**src/rtl/lsu_bus_ctrl.sv**
```systemverilog
// MEM2 load/store bus controller: runs one req/gnt + rvalid transaction per memory op,
// aligning store data and byte enables and returning the raw read word with a done pulse.
package lsu_bus_ctrl_pkg;
    typedef enum logic [3:0] {
        MEM_NOP = 4'd0,
        MEM_LB  = 4'd1,
        MEM_LBU = 4'd2,
        MEM_LH  = 4'd3,
        MEM_LHU = 4'd4,
        MEM_LW  = 4'd5,
        MEM_SB  = 4'd6,
        MEM_SH  = 4'd7,
        MEM_SW  = 4'd8
    } mem_oper_t;
endpackage

module lsu_bus_ctrl
    import lsu_bus_ctrl_pkg::*;
#(
    parameter int TIMEOUT = 64
) (
    input  logic        clk_i,
    input  logic        rstn_i,
    input  mem_oper_t   req_oper_i,
    input  logic [31:0] req_addr_i,
    input  logic [31:0] req_wdata_i,
    output logic        lsu_req_done_o,
    output logic [31:0] lsu_rdata_o,
    output logic        lsu_err_o,
    output logic        lsu_busy_o,
    output logic        bus_req_o,
    output logic        bus_we_o,
    output logic [31:0] bus_addr_o,
    output logic [3:0]  bus_be_o,
    output logic [31:0] bus_wdata_o,
    input  logic        bus_gnt_i,
    input  logic        bus_rvalid_i,
    input  logic [31:0] bus_rdata_i,
    input  logic        bus_err_i
);
    localparam int CNT_W = (TIMEOUT > 2) ? $clog2(TIMEOUT) : 1;
    localparam logic [CNT_W-1:0] CNT_LAST = CNT_W'(TIMEOUT - 1);

    typedef enum logic [1:0] {S_IDLE, S_REQ, S_RESP, S_DONE} state_t;

    state_t           state_q, state_d;
    logic [31:0]      addr_q, addr_d;
    logic             we_q, we_d;
    logic [3:0]       be_q, be_d;
    logic [31:0]      wdata_q, wdata_d;
    logic [31:0]      rdata_q, rdata_d;
    logic             err_q, err_d;
    logic [CNT_W-1:0] cnt_q, cnt_d;

    logic req_valid, misaligned, timeout;

    assign req_valid = (req_oper_i != MEM_NOP);
    assign timeout   = (cnt_q == CNT_LAST);

    always_comb begin
        misaligned = 1'b0;
        case (req_oper_i)
            MEM_LW, MEM_SW:          misaligned = (req_addr_i[1:0] != 2'b00);
            MEM_LH, MEM_LHU, MEM_SH: misaligned = req_addr_i[0];
            default:                 misaligned = 1'b0;
        endcase
    end

    // State register
    always_ff @(posedge clk_i or negedge rstn_i) begin
        if (!rstn_i) state_q <= S_IDLE;
        else         state_q <= state_d;
    end

    // Next-state logic
    always_comb begin
        state_d = state_q;
        case (state_q)
            S_IDLE: if (req_valid) state_d = misaligned ? S_DONE : S_REQ;
            S_REQ:  if (bus_gnt_i) state_d = bus_rvalid_i ? S_DONE : S_RESP;
            S_RESP: if (bus_rvalid_i || timeout) state_d = S_DONE;
            S_DONE: state_d = S_IDLE;
            default: state_d = S_IDLE;
        endcase
    end

    // Outputs; bus fields are only driven while the request is on the bus
    always_comb begin
        bus_req_o      = (state_q == S_REQ);
        bus_we_o       = bus_req_o & we_q;
        bus_addr_o     = bus_req_o ? addr_q  : 32'h0;
        bus_be_o       = bus_req_o ? be_q    : 4'h0;
        bus_wdata_o    = bus_req_o ? wdata_q : 32'h0;
        lsu_busy_o     = (state_q != S_IDLE);
        lsu_req_done_o = (state_q == S_DONE);
        lsu_err_o      = lsu_req_done_o & err_q;
        lsu_rdata_o    = rdata_q;
    end

    // Datapath: request capture, response capture, response timeout counter
    always_comb begin
        addr_d  = addr_q;
        we_d    = we_q;
        be_d    = be_q;
        wdata_d = wdata_q;
        rdata_d = rdata_q;
        err_d   = err_q;
        cnt_d   = '0;
        case (state_q)
            S_IDLE: if (req_valid) begin
                addr_d = {req_addr_i[31:2], 2'b00};
                err_d  = misaligned;
                we_d   = (req_oper_i == MEM_SB) || (req_oper_i == MEM_SH) ||
                         (req_oper_i == MEM_SW);
                case (req_oper_i)
                    MEM_SB: begin
                        be_d    = 4'b0001 << req_addr_i[1:0];
                        wdata_d = {4{req_wdata_i[7:0]}};
                    end
                    MEM_SH: begin
                        be_d    = req_addr_i[1] ? 4'b1100 : 4'b0011;
                        wdata_d = {2{req_wdata_i[15:0]}};
                    end
                    MEM_SW: begin
                        be_d    = 4'hF;
                        wdata_d = req_wdata_i;
                    end
                    default: begin
                        be_d    = 4'hF;
                        wdata_d = 32'h0;
                    end
                endcase
            end
            S_REQ: if (bus_gnt_i && bus_rvalid_i) begin
                rdata_d = we_q ? 32'h0 : bus_rdata_i;
                err_d   = bus_err_i;
            end
            S_RESP: begin
                if (bus_rvalid_i) begin
                    rdata_d = we_q ? 32'h0 : bus_rdata_i;
                    err_d   = bus_err_i;
                end else if (timeout) begin
                    rdata_d = 32'h0;
                    err_d   = 1'b1;
                end else begin
                    cnt_d = cnt_q + 1'b1;
                end
            end
            default: ;
        endcase
    end

    always_ff @(posedge clk_i or negedge rstn_i) begin
        if (!rstn_i) begin
            addr_q  <= 32'h0;
            we_q    <= 1'b0;
            be_q    <= 4'h0;
            wdata_q <= 32'h0;
            rdata_q <= 32'h0;
            err_q   <= 1'b0;
            cnt_q   <= '0;
        end else begin
            addr_q  <= addr_d;
            we_q    <= we_d;
            be_q    <= be_d;
            wdata_q <= wdata_d;
            rdata_q <= rdata_d;
            err_q   <= err_d;
            cnt_q   <= cnt_d;
        end
    end

endmodule

```
**config.mk**
```make
export PLATFORM = sky130hd
export DESIGN_NAME = lsu_bus_ctrl
export DESIGN_NICKNAME = d
export VERILOG_FILES = /design/src/rtl/lsu_bus_ctrl.sv
export SDC_FILE = /design/constraint.sdc
export NUM_CORES = 1
export LEC_CHECK = 0
export ABC_AREA = 0
export CAP_MARGIN = 0
export CORE_MARGIN = 2
export CORE_UTILIZATION = 40
export CTS_BUF_LIST = sky130_fd_sc_hd__clkbuf_2 sky130_fd_sc_hd__clkbuf_4 sky130_fd_sc_hd__clkbuf_8
export CTS_CLUSTER_DIAMETER = 80
export DETAILED_ROUTE_END_ITERATION = 10
export GPL_TIMING_DRIVEN = 0
export PLACE_DENSITY_LB_ADDON = 0.1
export RECOVER_POWER = 25
export SYNTH_ARGS = -nofsm -noshare
export SYNTH_HDL_FRONTEND = slang
export SYNTH_SLANG_ARGS = --single-unit
```
**constraint.sdc**
```tcl
create_clock -name clk_i -period 1.9 [get_ports clk_i]
set_input_delay 0.38 -clock clk_i [delete_from_list [all_inputs] [get_ports clk_i]]
set_output_delay 0.38 -clock clk_i [all_outputs]
set_load 0.1 [all_outputs]
```
==> run_results.csv <==
group,metric,value,unit
status,status,"finished, violations left",
status,violations,"capacitance limit, slew limit, setup timing",
floorplanning,row_count,41,
final_layout,ff_latch_area,2710,um2
critical_path,path_delay_family,"buffers and inverters",
timing,setup_slack,-200,ps
clocking,cts_made_buffers,9,
yosys,synthDistinctLibCells,48,
final_layout,final_cell_count_no_fill,931,
yosys,synth_commonest_cells,"dfrtp_1, nand2_1, and2_1, o21ai_0, mux2_1",
grt,antenna_found_initial,0,
detailed_routing,via_per_inst,4.89,
timing,tightest_slew,1520,ps
critical_path,required,1520,ps
clocking,clk_transition_reported_paths,100,ps
yosys,avgSynthCellArea,10.1,um2
final_layout,drive_gt1_share,36.2,%
critical_path,crit_buf_inv,4,
timing,period_share,111,%
grt,grt_overflow,0,
critical_path,critPathSlowestCell,"dfrtp_2",
grt,grt_first_pass_wirelength,23900,um
yosys,ys_async_sr_fraction,100,%
pwr,swShare,51.0,%
yosys,synth_top_area_cell,"dfrtp_1",
pwr,pwr-share-comb,70.0,%
clocking,cts_tree,"done",
yosys,yosys_warnings,0,
yosys,netlist_area,5120,um2
detailed_routing,wl_per_cell,16.5,um
timing,worst_slew_margin_rel,-1.44,%
timing,final_max_slew_viol_count,59,
final_layout,antenna_cells,0,
pwr,p_sw,9.34,mW
job,max-cap-violations,1,
yosys,synthFlopType,"dfrtp_1",
yosys,synth-seq-cells,108,
grt,grt_pass1_vias,4740,
timing,clock-skew-final,9.41,ps
critical_path,setup.worst_path.end_class,"output port",
placement,dp_hpwl,10700,um
floorplanning,die_h,117,um
detailed_routing,wirelength,15400,um
yosys,synth-edff-count,0,
grt,grt_max_degree,60,
critical_path,cp_slowest_stage_delay,440,ps
critical_path,startpoint_type,"flop",
timing,fmax,476,MHz
pwr,seqPwrFrac,21.3,%
clocking,cts-hold-fix-buffers,0,
final_layout,area_growth,78.8,%
pwr,clkPwrFrac,8.7,%
clocking,htreeDepth,3,
pwr,p_leak,4.12,nW
timing,hold_viol_final,0,
grt,grtUsageTotal,22.6,%
final_layout,nNetsFinal,864,
timing,holdWs,354,ps
timing,min_period,2100,ps
yosys,yosysSeqAreaShare,52.8,%
clocking,cts.sinks,108,
critical_path,arrival,1720,ps
clocking,cts-root-buf,"clkbuf_8",
floorplanning,start_util,40.8,%
floorplanning,fp.dieW,117,um
detailed_routing,vias,4554,
floorplanning,core_area,12600,um2
placement,dpl_cell_area,7630,um2
placement,port_buffers,206,
yosys,synthCells,505,
min_path,holdCritPathClass,"primary input to asynchronous set/reset pin",
critical_path,criticalPathCategory,"flop to output port",
final_layout,nFillCells,899,
pwr,finalPower,18.3,mW
critical_path,crit_top_cell,"clkbuf_16",
pwr,p_int,8.97,mW
final_layout,multiInputGateArea,2490,um2
pwr,peakVddDrop,1.47,mV
timing,setup_viol,72,
detailed_routing,drc,0,
critical_path,critPathMaxFanout,10,
detailed_routing,drt_pre_antenna_iters,5,
floorplanning,dieArea,13700,um2
detailed_routing,ant_nets,0,
placement,dpl.cell_count,885,
detailed_routing,drtIter0Drc,259,
yosys,synth_area_leaders,"dfrtp_1, and2_1, mux2_1, nand2_1, o21ai_0",
floorplanning,io_pins,210,
timing,rsz0062_at_grt,"true",
yosys,yosysMostFrequentCell,"dfrtp_1",
clocking,cts_buffer_depth,2,
pwr,pwr_density_cell,2000,nW/um2
clocking,clk_latency,380,ps
timing,final.setup.tns,-10030,ps
critical_path,cp_cell_sequence,"inv_4 -> ha_4 -> clkbuf_16 -> clkbuf_16 -> and2_4 -> buf_12",
final_layout,finish.instance_area,9160,um2
placement,gp_congestion,0.815,
yosys,synth_top_area_share,52.8,%
-- registers in the layout (all words and copies together), names as in the netlist --
name         flops
lsu_rdata_o     32
wdata_q         32
addr_q          30
cnt_q            6
be_q             4
state_q          2
err_q            1
we_q             1
-- layer usage --
metal  part of all wire, %  routed length (um)  GRT usage [%]
met2                    50                7730           38.0
met3                   8.1                1250           6.54
met1                    40                6200           27.9
met5                     0                   0              0
met4                   1.1                 174           7.37
-- final cells by class --
type                    count  area share [%]
plain buffers              31            3.70
clock buffers              12            1.67
clock inverters             4           0.792
inverters                  15           0.669
multi-input cells         351            27.2
flip-flops and latches    108            29.5
well taps                 172            2.35
repair buffers            238            34.1
-- power groups by stage --
stage	Clock (mW)	Combinational [mW]	Sequential (mW)
after floorplan	0	5.82	5.87
after global routing	1.73	13.5	4.01
after global placement	0	10.1	3.84
final	1.60	12.8	3.89
after detailed placement	0	10.3	3.89
after CTS	1.64	12.1	3.86
-- worst paths after layout --
check / endpoint / start / slack, ps / depth (start not counted)
max in group asynchronous: state_q[1] / rstn_i / 530 / 1
max reg2reg: err_q / state_q[1] / -10 / 7
min in group clk_i: be_q[2] / req_oper_i[0] / 460 / 4
max: bus_wdata_o[21] / state_q[1] / -200 / 6
min: addr_q[17] / rstn_i / 350 / 1
min reg2reg: lsu_rdata_o[1] / lsu_rdata_o[1] / 480 / 2
-- cells by family (layout without fill, tap and decap cells) --
family	after synthesis	count (layout)	share of synthesized area, %
AOI/OAI and AO/OA	106	106	13.1
xor gates and xnor gates	3	3	0.513
adders and majority gates	5	5	1.22
buffers and inverters	47	300	4.49
DFF	108	108	52.8
muxes	39	39	8.38
other	1	2	0.0732
and+or+nand+nor	196	196	19.5
-- layout by cell type (no fill, tap or decap), drive strengths merged, types with 2 or more instances in the layout --
master and instances:
a21o 3, dfrtp 108, a21oi 13, inv 15, a22o 8, bufinv 2, buf 128, nor4bb 2
nand3 4, a222oi 8, mux2i 8, clkbuf 19, dlymetal6s2s 2, o21ai 56, mux2 31, nor2 22
a22oi 8, xor2 2, nor2b 2, clkdlybuf4s15 32, nand2b 2, nand2 85, ha 5, and2 70
conb 2, clkdlybuf4s50 99
-- stage by stage --
| step | utilization, % | worst slack, ps |
|---|---|---|
| 3_5_place_dp | 60.7 | -1230 |
| 4_1_cts | 70.6 | -241 |
| 2_1_floorplan | - | -52.8 |
| 6_report | 72.9 | -200 |
| 3_3_place_gp | 60.5 | -3680 |
| 5_1_grt | 72.9 | -251 |
-- what timing repair did --
item,in CTS,in global routing
endpoints found under the hold margin,0,0
buffers inserted,10,18
setup endpoints to repair,154,152
cloned,3,1
pin swaps,4,10
gates resized for setup,793,70
No activity file was read; power rests on OpenSTA's default activity.
